$ cat src/rtl/round_key_ctrl_pkg.sv
// Shared constants and types for the round-key controller slice.
package round_key_ctrl_pkg;

  localparam int KEY_W      = 128;  // key / round-key width
  localparam int DEPTH      = 16;   // register-file entries
  localparam int ADDR_W     = 4;    // round-address width
  localparam int MAX_ROUNDS = 14;   // largest accepted rounds_total
  localparam int WDOG_SLACK = 4;    // extra cycles before expansion counts as hung
  localparam int CNT_W      = 5;    // holds rounds+1+slack (max 19)

  typedef enum logic [1:0] {
    IDLE      = 2'd0,  // no key
    WAIT_IDLE = 2'd1,  // key captured, waiting for the cipher to go idle
    EXPAND    = 2'd2,  // expander running, schedule being written
    READY     = 2'd3   // complete schedule stored
  } state_e;

  // A rounds value is usable when it is 1..MAX_ROUNDS.
  function automatic logic rounds_legal(input logic [ADDR_W-1:0] rounds);
    return (rounds != '0) && (rounds <= ADDR_W'(MAX_ROUNDS));
  endfunction

endpackage

$ cat src/rtl/round_key_ctrl_if.sv
// Host / expander / cipher-read signal bundle of the round-key controller.
// master = surrounding logic, slave = round_key_ctrl.
interface round_key_ctrl_if;

  // host key load
  logic                                 key_load_valid;
  logic                                 key_load_ready;
  logic [round_key_ctrl_pkg::KEY_W-1:0] key_in;
  logic [3:0]                           rounds_in;
  logic                                 cipher_busy;
  // expander
  logic                                 exp_en;
  logic [round_key_ctrl_pkg::KEY_W-1:0] exp_key;
  logic [3:0]                           exp_rounds;
  logic [3:0]                           exp_addr;
  logic [round_key_ctrl_pkg::KEY_W-1:0] exp_data;
  logic                                 exp_we;
  logic                                 exp_done;
  // cipher read port
  logic                                 rk_rd_en;
  logic [3:0]                           rk_rd_addr;
  logic [round_key_ctrl_pkg::KEY_W-1:0] rk_rd_data;
  logic                                 rk_rd_valid;
  // status
  logic                                 key_valid;
  logic                                 err;

  modport master (
    output key_load_valid, key_in, rounds_in, cipher_busy,
           exp_addr, exp_data, exp_we, exp_done, rk_rd_en, rk_rd_addr,
    input  key_load_ready, exp_en, exp_key, exp_rounds,
           rk_rd_data, rk_rd_valid, key_valid, err
  );

  modport slave (
    input  key_load_valid, key_in, rounds_in, cipher_busy,
           exp_addr, exp_data, exp_we, exp_done, rk_rd_en, rk_rd_addr,
    output key_load_ready, exp_en, exp_key, exp_rounds,
           rk_rd_data, rk_rd_valid, key_valid, err
  );

endinterface

$ cat src/rtl/round_key_ctrl_rk_regfile.sv
// DEPTH x KEY_W round-key store: one write port, one registered read port.
// clr wipes every entry in one cycle (driven only when ROUND_KEY_CTRL_ZEROIZE_EN
// is defined in the parent). The read register always resets to 0.
module round_key_ctrl_rk_regfile
  import round_key_ctrl_pkg::*;
(
  input  logic              clk,
  input  logic              reset,
  input  logic              clr,
  input  logic              we,
  input  logic [ADDR_W-1:0] waddr,
  input  logic [KEY_W-1:0]  wdata,
  input  logic              re,
  input  logic [ADDR_W-1:0] raddr,
  output logic [KEY_W-1:0]  rdata
);

  logic [KEY_W-1:0] mem_q [DEPTH];
  logic [KEY_W-1:0] rdata_q, rdata_d;

  // Storage write; clear has priority over a write in the same cycle.
  // NOTE: the array has no reset branch so it maps onto plain storage; only clr wipes it.
  always_ff @(posedge clk) begin
    if (clr) begin
      for (int i = 0; i < DEPTH; i++) mem_q[i] <= '0;
    end else if (we) begin
      mem_q[waddr] <= wdata;
    end
  end

  // Next read data: new entry on a read, otherwise hold.
  // NOTE: assigning the default first keeps this block purely combinational.
  always_comb begin
    rdata_d = rdata_q;
    if (re) rdata_d = mem_q[raddr];
  end

  // Read data register.
  // NOTE: sequential state uses <= so every flop samples pre-edge values.
  always_ff @(posedge clk) begin
    if (reset) rdata_q <= '0;
    else       rdata_q <= rdata_d;
  end

  assign rdata = rdata_q;

endmodule

$ cat src/rtl/round_key_ctrl.sv
// Round-key controller: captures host keys, defers the load until the cipher
// is idle, launches the expander, checks its write count and timing, and
// serves cipher reads while a complete schedule is stored.
// Optional: ROUND_KEY_CTRL_ZEROIZE_EN clears the register file on reset and
// on every expansion start.
module round_key_ctrl
  import round_key_ctrl_pkg::*;
(
  input logic            clk,
  input logic            reset,
  round_key_ctrl_if.slave bus
);

  state_e             state_q, state_d;
  logic [KEY_W-1:0]   exp_key_q, exp_key_d;
  logic [3:0]         exp_rounds_q, exp_rounds_d;
  logic               exp_en_q, exp_en_d;
  logic               key_valid_q, key_valid_d;
  logic               err_q, err_d;
  logic [CNT_W-1:0]   wr_cnt_q, wr_cnt_d;
  logic [CNT_W-1:0]   wdog_q, wdog_d;
  logic               rd_valid_q, rd_valid_d;

  logic               capture;
  logic               enter_expand;
  logic               wr_fire, wr_ok, rd_fire;
  logic [CNT_W-1:0]   sched_len, wr_cnt_inc, wdog_inc;
  logic               rf_clr;

  // Handshake and datapath qualifiers.
  assign capture    = (state_q == IDLE || state_q == READY) && bus.key_load_valid && !reset;
  assign sched_len  = {1'b0, exp_rounds_q} + CNT_W'(1);
  assign wr_fire    = (state_q == EXPAND) && bus.exp_we;
  assign wr_ok      = wr_fire && (bus.exp_addr <= exp_rounds_q);
  assign rd_fire    = bus.rk_rd_en && key_valid_q;
  assign wr_cnt_inc = wr_cnt_q + CNT_W'(wr_fire);
  assign wdog_inc   = wdog_q + CNT_W'(1);

  // Next-state, counters and status.
  always_comb begin
    state_d      = state_q;
    exp_key_d    = exp_key_q;
    exp_rounds_d = exp_rounds_q;
    exp_en_d     = 1'b0;
    key_valid_d  = key_valid_q;
    err_d        = err_q;
    wr_cnt_d     = wr_cnt_q;
    wdog_d       = wdog_q;
    enter_expand = 1'b0;

    case (state_q)
      IDLE, READY: begin
        if (capture) begin
          if (rounds_legal(bus.rounds_in)) begin
            exp_key_d    = bus.key_in;
            exp_rounds_d = bus.rounds_in;
            if (bus.cipher_busy) state_d = WAIT_IDLE;
            else                 enter_expand = 1'b1;
          end else begin
            // Rejected key: old schedule and its rounds stay in force.
            err_d = 1'b1;
          end
        end
      end
      WAIT_IDLE: begin
        if (!bus.cipher_busy) enter_expand = 1'b1;
      end
      EXPAND: begin
        wdog_d   = wdog_inc;
        wr_cnt_d = wr_cnt_inc;
        if (wr_fire && !wr_ok) err_d = 1'b1;
        if (bus.exp_done) begin
          if (wr_cnt_inc == sched_len) begin
            state_d     = READY;
            key_valid_d = 1'b1;
          end else begin
            err_d   = 1'b1;
            state_d = IDLE;
          end
        end else if (wdog_inc >= sched_len + CNT_W'(WDOG_SLACK)) begin
          err_d   = 1'b1;
          state_d = IDLE;
        end
      end
      default: state_d = IDLE;
    endcase

    // Expansion start: one exp_en pulse, schedule invalidated, counters cleared.
    if (enter_expand) begin
      state_d     = EXPAND;
      exp_en_d    = 1'b1;
      key_valid_d = 1'b0;
      wr_cnt_d    = '0;
      wdog_d      = '0;
    end

    rd_valid_d = rd_fire;
    if (rd_fire && (bus.rk_rd_addr > exp_rounds_q)) err_d = 1'b1;
  end

  // Control state register.
  always_ff @(posedge clk) begin
    if (reset) begin
      state_q      <= IDLE;
      exp_key_q    <= '0;
      exp_rounds_q <= '0;
      exp_en_q     <= 1'b0;
      key_valid_q  <= 1'b0;
      err_q        <= 1'b0;
      wr_cnt_q     <= '0;
      wdog_q       <= '0;
      rd_valid_q   <= 1'b0;
    end else begin
      state_q      <= state_d;
      exp_key_q    <= exp_key_d;
      exp_rounds_q <= exp_rounds_d;
      exp_en_q     <= exp_en_d;
      key_valid_q  <= key_valid_d;
      err_q        <= err_d;
      wr_cnt_q     <= wr_cnt_d;
      wdog_q       <= wdog_d;
      rd_valid_q   <= rd_valid_d;
    end
  end

`ifdef ROUND_KEY_CTRL_ZEROIZE_EN
  assign rf_clr = reset | enter_expand;
`else
  assign rf_clr = 1'b0;
`endif

  round_key_ctrl_rk_regfile u_regfile (
    .clk   (clk),
    .reset (reset),
    .clr   (rf_clr),
    .we    (wr_ok),
    .waddr (bus.exp_addr),
    .wdata (bus.exp_data),
    .re    (rd_fire),
    .raddr (bus.rk_rd_addr),
    .rdata (bus.rk_rd_data)
  );

  assign bus.key_load_ready = capture;
  assign bus.exp_en         = exp_en_q;
  assign bus.exp_key        = exp_key_q;
  assign bus.exp_rounds     = exp_rounds_q;
  assign bus.rk_rd_valid    = rd_valid_q;
  assign bus.key_valid      = key_valid_q;
  assign bus.err            = err_q;

endmodule

$ cat src/flat_wrapper.sv
// flat-port wrapper written by rule: the top's interface ports become plain ports
module round_key_ctrl_flat import round_key_ctrl_pkg::*;
  (clk, reset, bus_key_load_valid, bus_key_in, bus_rounds_in, bus_cipher_busy, bus_exp_addr, bus_exp_data, bus_exp_we, bus_exp_done, bus_rk_rd_en, bus_rk_rd_addr, bus_key_load_ready, bus_exp_en, bus_exp_key, bus_exp_rounds, bus_rk_rd_data, bus_rk_rd_valid, bus_key_valid, bus_err);
  round_key_ctrl_if bus_i ();
  input logic clk;
  input logic reset;
  input wire logic [$bits(bus_i.key_load_valid)-1:0] bus_key_load_valid;
  input wire logic [$bits(bus_i.key_in)-1:0] bus_key_in;
  input wire logic [$bits(bus_i.rounds_in)-1:0] bus_rounds_in;
  input wire logic [$bits(bus_i.cipher_busy)-1:0] bus_cipher_busy;
  input wire logic [$bits(bus_i.exp_addr)-1:0] bus_exp_addr;
  input wire logic [$bits(bus_i.exp_data)-1:0] bus_exp_data;
  input wire logic [$bits(bus_i.exp_we)-1:0] bus_exp_we;
  input wire logic [$bits(bus_i.exp_done)-1:0] bus_exp_done;
  input wire logic [$bits(bus_i.rk_rd_en)-1:0] bus_rk_rd_en;
  input wire logic [$bits(bus_i.rk_rd_addr)-1:0] bus_rk_rd_addr;
  output wire logic [$bits(bus_i.key_load_ready)-1:0] bus_key_load_ready;
  output wire logic [$bits(bus_i.exp_en)-1:0] bus_exp_en;
  output wire logic [$bits(bus_i.exp_key)-1:0] bus_exp_key;
  output wire logic [$bits(bus_i.exp_rounds)-1:0] bus_exp_rounds;
  output wire logic [$bits(bus_i.rk_rd_data)-1:0] bus_rk_rd_data;
  output wire logic [$bits(bus_i.rk_rd_valid)-1:0] bus_rk_rd_valid;
  output wire logic [$bits(bus_i.key_valid)-1:0] bus_key_valid;
  output wire logic [$bits(bus_i.err)-1:0] bus_err;
  assign bus_i.key_load_valid = bus_key_load_valid;
  assign bus_i.key_in = bus_key_in;
  assign bus_i.rounds_in = bus_rounds_in;
  assign bus_i.cipher_busy = bus_cipher_busy;
  assign bus_i.exp_addr = bus_exp_addr;
  assign bus_i.exp_data = bus_exp_data;
  assign bus_i.exp_we = bus_exp_we;
  assign bus_i.exp_done = bus_exp_done;
  assign bus_i.rk_rd_en = bus_rk_rd_en;
  assign bus_i.rk_rd_addr = bus_rk_rd_addr;
  assign bus_key_load_ready = bus_i.key_load_ready;
  assign bus_exp_en = bus_i.exp_en;
  assign bus_exp_key = bus_i.exp_key;
  assign bus_exp_rounds = bus_i.exp_rounds;
  assign bus_rk_rd_data = bus_i.rk_rd_data;
  assign bus_rk_rd_valid = bus_i.rk_rd_valid;
  assign bus_key_valid = bus_i.key_valid;
  assign bus_err = bus_i.err;
  round_key_ctrl u_core (.clk(clk), .reset(reset), .bus(bus_i));
endmodule
$ cat config.mk
export PLATFORM = sky130hd
export DESIGN_NAME = round_key_ctrl_flat
export DESIGN_NICKNAME = d
export VERILOG_FILES = /design/src/rtl/round_key_ctrl_pkg.sv /design/src/rtl/round_key_ctrl_if.sv /design/src/rtl/round_key_ctrl_rk_regfile.sv /design/src/rtl/round_key_ctrl.sv /design/src/flat_wrapper.sv
export SDC_FILE = /design/constraint.sdc
export NUM_CORES = 2
export LEC_CHECK = 0
export ABC_AREA = 0
export BUFFER_PORTS_ARGS = -buffer_cell sky130_fd_sc_hd__buf_2
export CORE_ASPECT_RATIO = 1.1
export CORE_UTILIZATION = 50
export DETAILED_ROUTE_END_ITERATION = 12
export PLACE_DENSITY = 0.68
export SLEW_MARGIN = 5
export SYNTH_ARGS = -nofsm -noshare
export SYNTH_HDL_FRONTEND = slang
export SYNTH_SLANG_ARGS = --single-unit
$ cat constraint.sdc
create_clock -name clk -period 18.05 [get_ports clk]
set_input_delay 2.7075 -clock clk [delete_from_list [all_inputs] [get_ports clk]]
set_output_delay 2.7075 -clock clk [all_outputs]
set_load 0.005 [all_outputs]
# Yosys cells after proc, flatten, opt, wreduce, memory -nomap -nowiden
# Memory sizes are Yosys's and may differ from the RTL's. A register that Yosys moved wholly into a read port is not among the register bits.
# Cells that the tools add are included.
[word_totals]
latchBits = 0
regBits = 148
romBits = 0
output_inout_bits = 265
word_cells = 79
input_bits = 275
memories = 1
ram_bits = 2048
[op_classes]
n_eq_ne = 14
n_addsub = 4
shift = 0
n_reduce_logical = 23
mux = 23
multipliers = 0
magnitude_cmp = 4
div_mod_pow = 0
bitwise = 0
[memory_table]
columns = ["memory", "words", "word_bits", "read_ports", "rd_clocked_by_memory_dff", "wr", "line", "text"]
rows = [
  ["u_core.u_regfile.mem_q", 16, 128, 1, 1, 1, "round_key_ctrl_rk_regfile.sv:18", "logic [KEY_W-1:0] mem_q [DEPTH];"],
]
[op_table]
columns = ["operator", "count"]
rows = [
  ["$mux W2", 7],
  ["$mux W1", 13],
  ["$reduce_and A5 Y1", 2],
  ["$ne A3 B2 Y1 const B", 3],
  ["$reduce_and A3 Y1", 3],
  ["$logic_and A1 B1 Y1", 8],
  ["$ne A3 B3 Y1 const B", 2],
  ["$reduce_bool A3 Y1", 2],
  ["$add A4 B1 Y5 const B", 1],
  ["$add A5 B1 Y5", 1],
  ["$add A5 B1 Y5 const B", 1],
  ["$add A5 B3 Y5 const B", 1],
  ["$eq A5 B5 Y1", 1],
  ["$ge A5 B5 Y1", 1],
  ["$eq A2 B2 Y1 const B", 2],
  ["$gt A4 B4 Y1", 1],
  ["$le A4 B4 Y1", 1],
  ["$le A4 B4 Y1 const B", 1],
  ["$ne A2 B2 Y1 const B", 2],
  ["$ne A4 B3 Y1 const B", 1],
  ["$pmux W1 S2", 2],
  ["$pmux W2 S2", 1],
  ["$reduce_bool A4 Y1", 1],
  ["$reduce_or A2 Y1", 2],
  ["other kinds (7)", 8],
]

# Depth between registers and ports, before layout
[logic_depth]
word_depth = 10
mapped_depth = 12

# Cells and area by module
# A second synthesis with hierarchy kept.
[hier_totals]
hier_cells = 7462
area_unflattened_um2 = 102694.7
[modules_own_cells]
columns = ["module", "seq_area_each_um2", "area_each_um2", "cells_each", "instances"]
rows = [
  ["round_key_ctrl_rk_regfile", 64061.4, 96914.2, 6739, 1],
  ["round_key_ctrl", 2962.8, 5780.5, 723, 1],
]

# Least setup slack after synthesis
# Ideal clock, no wire load.
[synth_timing]
kind = "input-to-reg"
from = "input port bus_exp_addr[1]"
to = "memory u_core.u_regfile.mem_q[0][0] (enable)"
arrival_time_ns = 15.977
cell_stages = 7
n_path_buf = 1
setup_ns = 0.943
path_slack_ns = 1.130
cell_sequence = "ha_1 -> nor2b_1 -> o21ai_0 -> a32oi_1 -> or3b_2 -> clkbuf_1 -> nor4_1"
[synth_between]
elab_chain_len = 4
[synth_rtl]
columns = ["element", "line", "text"]
rows = [
  ["start: declaration", "flat_wrapper.sv:11", "input wire logic [$bits(bus_i.exp_addr)-1:0] bus_exp_addr;"],
  ["$le A4 B4 Y1", "round_key_ctrl.sv:34", "assign wr_ok = wr_fire && (bus.exp_addr <= exp_rounds_q);"],
  ["$logic_and A1 B1 Y1", "round_key_ctrl.sv:34", ""],
  ["$mux W1", "round_key_ctrl_rk_regfile.sv:26", "end else if (we) begin"],
  ["$mux W1 (not written as such)", "round_key_ctrl_rk_regfile.sv:27", "mem_q[waddr] <= wdata;"],
  ["end: declaration", "round_key_ctrl_rk_regfile.sv:18", ""],
]
# Several ways; a longest one is shown, not always the timed one.

==> impl_metrics.yaml <==
setup_path:
  path_buf_inv: 4
  cp_top_family: "buffers and inverters"
  crit_type: "in2reg"
  critical-path-max-stage-delay_ps: 940
  crit_required_ps: 18740
  path_common_cell: "buf_4"
  end_kind: "flip-flop"
  critPathLaunchType: "input pin"
  crit_path_top_delay_cell: "buf_4"
  path_max_fanout: 67
  crit_arrival_ps: 6930
  worstPathCellList: "buf_8, buf_4, buf_4, buf_4, mux4_2, mux2i_1, nor2_1, a21oi_1, o21ai_1"
routing:
  avgRoutedWirePerCell_um: 29.2
  drt_iter0_markers: 3911
  drcViolationCount: 0
  dr.pass1.iters: 5
  viasPerCell: 5.95
  dr_total_vias: 42800
  drt-total-wl_um: 210000
  ant_nets: 0
logic_synthesis:
  ys.flop_type: "edfxtp_1"
  ys_types: 47
  synth_edf_count: 2048
  syn_inst: 4125
  yosysWarnings: 0
  syn_area_per_cell_um2: 21.1
  synth_seq_cells: 2324
  yosysMostFrequentCell: "edfxtp_1"
  syn_area_um2: 86900
  ys_seq_area_share_pct: 77.1
  yosysTopAreaCell: "edfxtp_1"
  synthTopCellsByArea: "edfxtp_1 (71%), mux4_2 (14%), dfxtp_1 (6.4%)"
  synth_top_cell_area_share_pct: 70.8
  synth_nets: 4421
  synth_common_cells: "edfxtp_1 (2,048), mux4_2 (557), dfxtp_1 (276)"
  async_flop_share_pct: 0
timing:
  drv_slew: 0
  relSlewSlack_pct: 17.9
  final.setup.tns_ps: 0
  hold_violations: 0
  period_needed_ps: 6250
  rsz0062_at_grt: "no"
  fmax_mhz: 160
  finClkSkew_ps: 55.8
  fin_ws_ps: 11800
  setup_viol: 0
  tightest_slew_ps: 1230
  fin_crit_sh_pct: 34.6
layout:
  drive_above_1_share_pct: 31.0
  instances_no_fill: 7194
  final_nets: 5014
  utilization_pct: 57.8
  regArea_um2: 67000
  multi_input_area_um2: 18900
  fillCellCount: 12500
  area_growth_pct: 14.8
global_route:
  grt_pass1_wl_um: 299000
  first_global_vias: 43600
  use_met3_pct: 4.96
  overflow: 0
  grt_max_degree: 141
  antenna_found_initial: 47
  grtUsageMet2_pct: 40.3
  top_usage_layer: "met2"
  grtUsageMet1_pct: 31.0
  track_usage_pct: 23.9
place:
  place_inst: 6763
  gp_congestion: 0.847
  io_buffers: 539
  place_ws_ps: 10780
  dp_hpwl_um: 106000
floorplanning:
  ioPinCount: 540
  die_area_um2: 175000
  fp.dieH_um: 439
  start_util_pct: 50.3
  row_count: 160
  die_w_um: 400
  coreArea_um2: 173000
clock_network:
  clock_path_buffers: 3
  cts_resized: 0
  clkTransAtPathRegs_ps: 60
  htreeDepth: 4
  worstSkewPairLatency_ps: 870
  cts_buffers: 221
  cts_hold_buf: 0
  cts_tree: "yes"
  cts_setup_buffers: 0
  cts_root_buf: "clkbuf_16"
  cts_sinks: 2324
hold_path:
  hp-class: "reg2reg"
run:
  cap_violations: 0
status:
  status: "finished clean"
power:
  ir_drop_uv: 94.1
  finalPower_mw: 11.4
  powerDensity_nw_per_um2: 114
  p_leak_nw: 33.8
==> cell usage in the layout, fill, tap and decap left out, types with 84 or more instances in the layout <==
cell type / netlist / layout
nand2_1: 266 / 265
edfxtp_1: 2048 / 2048
dfxtp_1: 276 / 276
nor2_1: 104 / 97
mux4_2: 557 / 557
mux2i_1: 169 / 169
o21ai_1: 84 / 84
buf_2: 62 / 534
clkbuf_16: 0 / 222
nand3b_1: 129 / 129
a21oi_1: 89 / 88
==> flip-flops by register name (all words and copies together), names as in the netlist <==
signal,cells
u_core.bus.key_valid,1
u_core.wr_cnt_q,5
u_core.wdog_q,5
u_core.bus.err,1
u_core.bus.exp_rounds,4
u_core.u_regfile.mem_q,2048
u_core.state_q,2
u_core.bus.exp_en,1
u_core.bus.exp_key,128
u_core.bus.rk_rd_valid,1
u_core.u_regfile.rdata,128
==> per-layer routing <==
| layer | up-vias | wire, um |
|---|---|---|
| li1 | 18100 | - |
| met1 | 22700 | 82900 |
| met2 | 1574 | 106000 |
| met3 | 372 | 14900 |
| met4 | 42 | 6050 |
| met5 | - | 262 |
==> cell type report <==
type | count | area share, %
Timing Repair Buffer | 600 | 3.42
Tap cell | 2268 | 2.84
Inverter | 16 | 0.0602
Clock inverter | 117 | 1.36
Multi-Input combinational cell | 1555 | 18.9
Antenna cell | 11 | 0.0276
Sequential cell | 2324 | 67.2
Clock buffer | 303 | 6.16
==> stage by stage <==
stage               hold WS (ps)  cell area [um^2]
floorplan                    466             86900
global placement             451             92200
detailed placement           454             92200
CTS                          466             99700
global route                 486             99800
finish                       462             99800
==> report_power, final <==
part | internal (mW) | switching [mW]
sequential | 5.93 | 0.0465
combinational | 0.270 | 0.397
clock | 2.71 | 2.00
total | 8.91 | 2.45
==> logic make-up (layout without fill, tap and decap cells) <==
kind of cell	Yosys count	after routing	share of synthesized area [%]
xor gates and xnor gates	18	18	0.181
muxes	726	726	16.4
buffers and inverters	246	1036	1.30
AOI/OAI and AO/OA	243	243	1.67
and+or+nand+nor	547	547	3.05
adders and majority gates	21	21	0.302
other	0	11	0
DFF	2324	2324	77.1
==> worst min-delay path, cell delays in order (launching register included) <==
cell	delay [ps]
dfxtp_1	320
a21oi_1	60
o21ai_1	60
==> path summary, 6_finish.rpt <==
kind	startpoint	to	slack [ps]	cells after the start
min	u_core.u_regfile.rdata[63]	u_core.u_regfile.rdata[63]	460	2
max	bus_rk_rd_addr[0]	u_core.u_regfile.rdata[98]	11800	9
min reg2reg	u_core.u_regfile.rdata[63]	u_core.u_regfile.rdata[63]	460	2
max reg2reg	u_core.state_q[1]	u_core.u_regfile.mem_q[11][110]	13240	6
No activity file was read; power rests on OpenSTA's default activity.
